==> config.mk <==
export PLATFORM = sky130hd
export DESIGN_NAME = starfield_scan
export DESIGN_NICKNAME = d
export VERILOG_FILES = /design/src/rtl/starfield_scan.sv
export SDC_FILE = /design/constraint.sdc
export NUM_CORES = 1
export LEC_CHECK = 0
export BUFFER_PORTS_ARGS = -buffer_cell sky130_fd_sc_hd__clkbuf_2
export CAP_MARGIN = 10
export CELL_PAD_IN_SITES_DETAIL_PLACEMENT = 1
export CELL_PAD_IN_SITES_GLOBAL_PLACEMENT = 2
export CORE_MARGIN = 8
export CORE_UTILIZATION = 27
export CTS_BUF_LIST = sky130_fd_sc_hd__clkbuf_4
export CTS_CLUSTER_DIAMETER = 200
export CTS_CLUSTER_SIZE = 40
export DETAILED_ROUTE_END_ITERATION = 8
export HOLD_SLACK_MARGIN = 0.05
export PLACE_DENSITY_LB_ADDON = 0.1
export SETUP_SLACK_MARGIN = 0.02
export SLEW_MARGIN = 20
export SYNTH_ARGS = -nofsm -noshare
export SYNTH_HDL_FRONTEND = slang
export SYNTH_SLANG_ARGS = --single-unit
==> constraint.sdc <==
create_clock -name clk -period 2.13 [get_ports clk]
set_input_delay 0 -clock clk [delete_from_list [all_inputs] [get_ports clk]]
set_output_delay 0 -clock clk [all_outputs]
set_load 0.03 [all_outputs]
==> src/rtl/starfield_scan.sv <==
// Starfield pixel generator: steps a downstream LFSR once per star-field pixel and
// registers star flag and brightness per pixel. Define STARFIELD_TWINKLE_EN for frame-dependent twinkle.
module starfield_scan #(
  parameter int unsigned NBITS   = 16,
  parameter int unsigned FIELD_W = 256,
  parameter int unsigned FIELD_H = 240,
  parameter logic [7:0]  DENSITY = 8'hF8,
  parameter int unsigned SPEED_W = 4
) (
  input  logic               clk,
  input  logic               reset,
  input  logic [8:0]         hpos,
  input  logic [8:0]         vpos,
  input  logic               display_on,
  input  logic               vsync,
  input  logic [SPEED_W-1:0] speed,
  input  logic [NBITS-1:0]   lfsr,
  output logic               lfsr_enable,
  output logic               lfsr_reset,
  output logic               star_on,
  output logic [1:0]         brightness,
  output logic [7:0]         frame_count,
  output logic               ready
);

  localparam int unsigned SEED_W = $clog2(NBITS);

  typedef enum logic [1:0] {
    SEED    = 2'd0,
    RUN     = 2'd1,
    ADVANCE = 2'd2
  } state_t;

  state_t             state;
  state_t             state_next;
  logic [SEED_W-1:0]  seed_cnt;
  logic [SPEED_W-1:0] step_cnt;
  logic               vsync_d;
  logic               in_field;
  logic               vs_rise;
  logic               seed_done;
  logic               star_next;
  logic [1:0]         bright_next;

  assign in_field  = display_on && (32'(hpos) < FIELD_W) && (32'(vpos) < FIELD_H);
  assign vs_rise   = vsync && !vsync_d;
  assign seed_done = (seed_cnt == SEED_W'(NBITS - 1));

  // State register
  always_ff @(posedge clk or negedge reset) begin
    if (!reset) state <= SEED;
    else        state <= state_next;
  end

  // Next state; lock-up recovery wins over a frame scroll request
  always_comb begin
    state_next = state;
    unique case (state)
      SEED:    if (seed_done) state_next = RUN;
      RUN: begin
        if (lfsr == '0)   state_next = SEED;
        else if (vs_rise) state_next = ADVANCE;
      end
      ADVANCE: if (step_cnt <= SPEED_W'(1)) state_next = RUN;
      default: state_next = SEED;
    endcase
  end

  // LFSR control and status decode
  always_comb begin
    lfsr_reset  = 1'b0;
    lfsr_enable = 1'b0;
    ready       = 1'b0;
    unique case (state)
      SEED:    lfsr_reset = 1'b1;
      RUN: begin
        lfsr_enable = in_field;
        ready       = 1'b1;
      end
      ADVANCE: begin
        lfsr_enable = (step_cnt != '0);
        ready       = 1'b1;
      end
      default: lfsr_reset = 1'b1;
    endcase
  end

  // Seed and scroll-step counters
  always_ff @(posedge clk or negedge reset) begin
    if (!reset) begin
      seed_cnt <= '0;
      step_cnt <= '0;
    end else begin
      seed_cnt <= (state == SEED && !seed_done) ? seed_cnt + SEED_W'(1) : '0;
      if (state == RUN && vs_rise)
        step_cnt <= speed;
      else if (state == ADVANCE && step_cnt != '0)
        step_cnt <= step_cnt - SPEED_W'(1);
    end
  end

  assign star_next = (state == RUN) && in_field && (lfsr[NBITS-1 -: 8] >= DENSITY);

`ifdef STARFIELD_TWINKLE_EN
  assign bright_next = star_next ? (lfsr[1:0] ^ frame_count[4:3]) : 2'b00;
`else
  assign bright_next = star_next ? lfsr[1:0] : 2'b00;
`endif

  // Pixel pipeline and frame counter
  always_ff @(posedge clk or negedge reset) begin
    if (!reset) begin
      vsync_d     <= 1'b0;
      star_on     <= 1'b0;
      brightness  <= 2'b00;
      frame_count <= 8'd0;
    end else begin
      vsync_d    <= vsync;
      star_on    <= star_next;
      brightness <= bright_next;
      if (vs_rise && state != SEED) frame_count <= frame_count + 8'd1;
    end
  end

endmodule

[Word-level counts from Yosys, hierarchy flattened]
Index checks and enable logic that the tools add are counted.
Cells by class
  $add $sub $neg: 3
  reduce and logical (&&, ||, !) cells: 18
  multiplexer cells: 12
  $lt $le $gt $ge: 4
  equality and inequality tests: 6
Operators by type and width (count)
  16-bit logical NOT: 1
  4-bit two-way mux: 3
  2-bit two-way mux: 5
  1-bit logical AND: 9
  9-bit by 8-bit less-than comparator with 1-bit output (second input constant): 1
  9-bit less-than comparator (second input constant): 1
  8-bit by 1-bit adder with 8-bit output (second input constant): 1
  8-bit >= comparator (second input constant): 1
  2-bit case mux with 3 select lines: 1
  4-bit by 1-bit adder with 4-bit output (second input constant): 1
  4-bit equality test (second input constant): 1
  4-bit by 1-bit less-or-equal comparator with 1-bit output (second input constant): 1
  2-bit inequality test (second input constant): 2
  2-bit nonzero test: 2
  4-bit nonzero test: 1
  4-bit by 1-bit subtractor with 4-bit output (second input constant): 1
  3-bit inequality test (second input constant): 1
  3-bit AND reduction: 1
  2-bit by 1-bit equality test with 1-bit output (second input constant): 1
  2-bit equality test (second input constant): 1
  1-bit logical NOT: 2
  2-bit logical NOT: 1
  1-bit two-way mux: 2
  1-bit case mux with 2 select lines: 1
  2-bit OR reduction: 1
Storage, ports and cells
  register bits after elaboration: 22
  output and inout port bits: 14

[Logic depth before layout (Yosys ltp)]
  word-level depth: 6
  depth in mapped cells: 6

[Worst setup path after synthesis]
No wires, ideal clock.
  path kind: register -> output
  start: reg state[1]
  end: out lfsr_enable
  cell stages (with the launch flop): 5
  data required time: 2130 ps
  buffers on the path: 0
  data arrival time: 1631 ps
  setup slack: 499 ps
  cells stage by stage: dfrtp_1 > inv_1 > ha_1 > inv_1 > a21oi_1
Between the ends
  cells in the longest elaborated chain, start to end: 2
  elaborated cells between the ends (all ways): 3
  those cells by class: 2 x eq/ne; 1 x mux
Ends and longest elaborated chain
  start: declaration: line 34  | state_t state;
  start signal: assignment: line 52  | else state <= state_next;
  2-bit equality test or 2-bit by 1-bit equality test with 1-bit output (tied branches): line 74  | unique case (state)
  1-bit case mux with 2 select lines *: line 74
  end: declaration: line 18  | output logic lfsr_enable,
Every way passes the cells marked *; elsewhere a longest branch is shown, timed or not.

[Final worst setup path]
  start: reg step_cnt[0]
  end: out lfsr_enable
Between the ends
  cells in the longest elaborated chain, start to end: 2
Ends and longest elaborated chain
  start: declaration: line 37  | logic [SPEED_W-1:0] step_cnt;
  start signal: assignment: line 96  | step_cnt <= speed;
  start signal: assignment: line 98  | step_cnt <= step_cnt - SPEED_W'(1);
  4-bit nonzero test: line 81  | lfsr_enable = (step_cnt != '0);
  1-bit case mux with 2 select lines: line 74
Every way passes these cells.

==> metrics <==
status=finished clean; r2r setup slk=420 ps; Nets=218; sequential share of power=0.393; CP required=~2100 ps; crit-path cells=inv_1 -> ha_1 -> or3b_4 -> nand2_2 -> a21oi_1 -> clkbuf_2; routed len/inst=13.3 um; CTS Buffer Depth=2; Max Fclk=0.576 GHz; Worst path slowest cell=dfrtp_1; CTS tree=done; setup total negative slack=0 ps; Final Max Slew Viols=0; Data arrival, critical path=1740 ps; Logic pwr share=0.417; DRC Markers=0; RSZ-0062 raised after global routing=false; first-pass GRT wire length=4860 um; hold-critical path depth=4; Placed Cells=201; full die area=6630 um2; P_leak=0.000817 uW; die height=a little over 80 um; n_diodes=0; critical-path maximum fanout=3; core area=4060 um2; fillers=slightly below 500; GRT Residual Overflow=0; PortBufs=43; CP endpoint kind=output port; vias in the first global route=1144; Yosys cell types=29; TritonCTS Buffers=3; EDFF count, synth=0; Cell Count, Final, Fillers Out=approximately 220; Avg Cell Area, Syn=between 10 and 15 um2; final setup fails=0; Vias=987; Peak VDD IR=~0.0005 V; initial antenna violation count=0; largest net degree at the start of global routing=23; Final period util=0.815; row count=23; Seq/Total Area, Yosys=0.476; first-iteration detailed-routing DRC count=22; Most used DFF post-synth=dfrtp_1; yosys warns=0; worst relative slew slack=0.616; Area growth, synth to finish=38.1%; Post-Syn Area=about 1200 um2; DRT antenna net count=0; cells after synthesis=108; P per Cell Area=1050 nW/um2; layout cells sized above 1=0.307; gr usage total=0.0932; clock power share=0.189; syn nets=159; DR vias/cell=between 4 and 5; switching power=686 uW; worst clock skew=~13 ps; dpl cell area=1430 um2; H-tree depth=1; root cell of the clock tree=clkbuf_4; Die W=81.4 um; Startpoint Class=register; minimum clock period=1740 ps; actual slew at the worst max-slew pin=between 500 and 600 ps; Hold Fails Final Rpt=0; Clock Pin Slew Worst Setup and Hold Paths=between 100 and 150 ps; DR pass1 iterations=2; Reg2Reg Depth=6; # Post-CTS Setup Buffers=0; switching fraction of total power=0.408; initial core utilization=0.285; slowest stage delay, CP=420 ps; Clock Sink Count=22; min-delay worst type=input pin to register; num ports=56; Finished Cell Area=between 1500 and 2000 um2; #FFs+latches synth=22; later-pin clock latency in the skew report=310 ps; max-cap viol count=0; Setup Crit Path Kind=register to output port; gpl congestion=approximately 0.73; Int Power=996 uW; FFs w/ async S/R, synth=1.00; hpwl dp=2350 um; drt total wl=2880 um
-- synthesized netlist by cell type, types with 2 or more instances --
cell      number  area, um2
nand4_1        3       18.8
nand2b_1       2       12.5
inv_1          9       33.8
xor2_1         5       43.8
nand2_1        5       18.8
a21oi_1        4       20.0
mux2_1         2       22.5
dfrtp_1       22        551
and3_1         2       12.5
nand3_1        9       45.0
nor2_1         9       33.8
mux2i_1        2       20.0
nor4_1         4       25.0
ha_1           9        113
xnor2_1        7       61.3
-- power groups by stage --
stage | Clock (uW) | Sequential [uW] | Combinational (uW)
floorplan | 0 | 723 | 420
detailed placement | 0 | 670 | 704
CTS | 335 | 661 | 723
finish | 319 | 662 | 703
global placement | 0 | 663 | 682
global route | 352 | 680 | 788
-- flip-flops by register name, indices dropped and copies added, names as in the netlist --
signal,count
vsync_d,1
frame_count,8
state,2
seed_cnt,4
step_cnt,4
star_on,1
brightness,2
-- final cells by class --
class / instances / area (um2) / area share
Inverter: 9 / 33.8 / 0.0212
Tap cell: 50 / 62.6 / 0.0392
Clock buffer: 3 / 22.5 / 0.0141
Sequential cell: 22 / 551 / 0.345
Multi-Input combinational cell: 77 / 572 / 0.358
Clock inverter: 1 / 30.0 / 0.0188
Timing Repair Buffer: 54 / 325 / 0.204
-- cell usage in the layout (no fill, tap or decap) --
| cell | instances |
|---|---|
| clkbuf_2 | 43 |
| dfrtp_1 | 22 |
| dlygate4sd3_1 | 11 |
| inv_1 | 9 |
| nand3_1 | 9 |
| nor2_1 | 9 |
| ha_1 | 9 |
| xnor2_1 | 7 |
| nand2_1 | 5 |
| xor2_1 | 5 |
| a21oi_1 | 4 |
| nor4_1 | 4 |
| nand4_1 | 3 |
| clkbuf_4 | 3 |
| and3_1 | 2 |
| mux2_1 | 2 |
| mux2i_1 | 2 |
| nand2b_1 | 2 |
| or3b_4 | 1 |
| nand2_2 | 1 |
| and4bb_1 | 1 |
| or3_1 | 1 |
| and2_1 | 1 |
| nand3b_1 | 1 |
| nor3b_4 | 1 |
| and4_4 | 1 |
| o21bai_1 | 1 |
| and4_1 | 1 |
| o31ai_1 | 1 |
| o211ai_1 | 1 |
| o2bb2ai_1 | 1 |
| nor3_1 | 1 |
| bufinv_16 | 1 |
-- metrics by stage --
| step | power [uW] | hold WS [ps] | utilization | worst slack, ps |
|---|---|---|---|---|
| 4_1_cts | 1720 | 57.7 | 0.393 | 363 |
| 6_report | 1680 | 64.5 | 0.393 | 394 |
| 5_1_grt | 1820 | 71.9 | 0.393 | 281 |
| 3_3_place_gp | 1340 | 23.3 | 0.353 | 450 |
| 2_1_floorplan | 1140 | -296 | - | 499 |
| 3_5_place_dp | 1370 | 29.6 | 0.353 | 416 |
-- path summary, 6_finish.rpt --
kind / end / start
hold / removal: star_on$_DFF_PN0_ / lfsr[13]
hold reg to reg: seed_cnt[0]$_DFF_PN0_ / seed_cnt[0]$_DFF_PN0_
setup / recovery: lfsr_enable / step_cnt[0]$_DFFE_PN0P_
min in group asynchronous: state[1]$_DFFE_PN0P_ / reset
max in group asynchronous: vsync_d$_DFF_PN0_ / reset
setup reg to reg: step_cnt[1]$_DFFE_PN0P_ / step_cnt[0]$_DFFE_PN0P_
-- per-layer routing --
metal	GRT usage	vias up	part of all wire
li1	-	486	-
met1	0.108	465	0.44
met2	0.148	34	0.45
met3	0.0371	2	0.089
met4	0.0429	0	0.014
met5	0	-	0
-- repair_timing --
item / 4_1_cts / 5_1_grt
endpoints found under the hold margin: 30 / 0
gates resized for setup: 0 / 0
hold buffers: 11 / 0
-- cell families (layout without fill, tap and decap cells) --
family          after synthesis  after routing  synth area share
simple gates                 44             44             0.225
flops                        22             22             0.476
xor+xnor                     12             12            0.0909
fa+ha+maj                     9              9            0.0974
buf+inv                       9             67            0.0292
compound gates                8              8            0.0444
mux                           4              4            0.0368
-- critical path, delay by kind of cell, from the launching register on --
kind                       cells  cell delay (ps)
and+or+nand+nor                2              490
DFF                            1              420
buffers and inverters          2              300
adders and majority gates      1              150
AOI/OAI and AO/OA              1               70
Note: power is estimated with default switching activity, not from simulation.
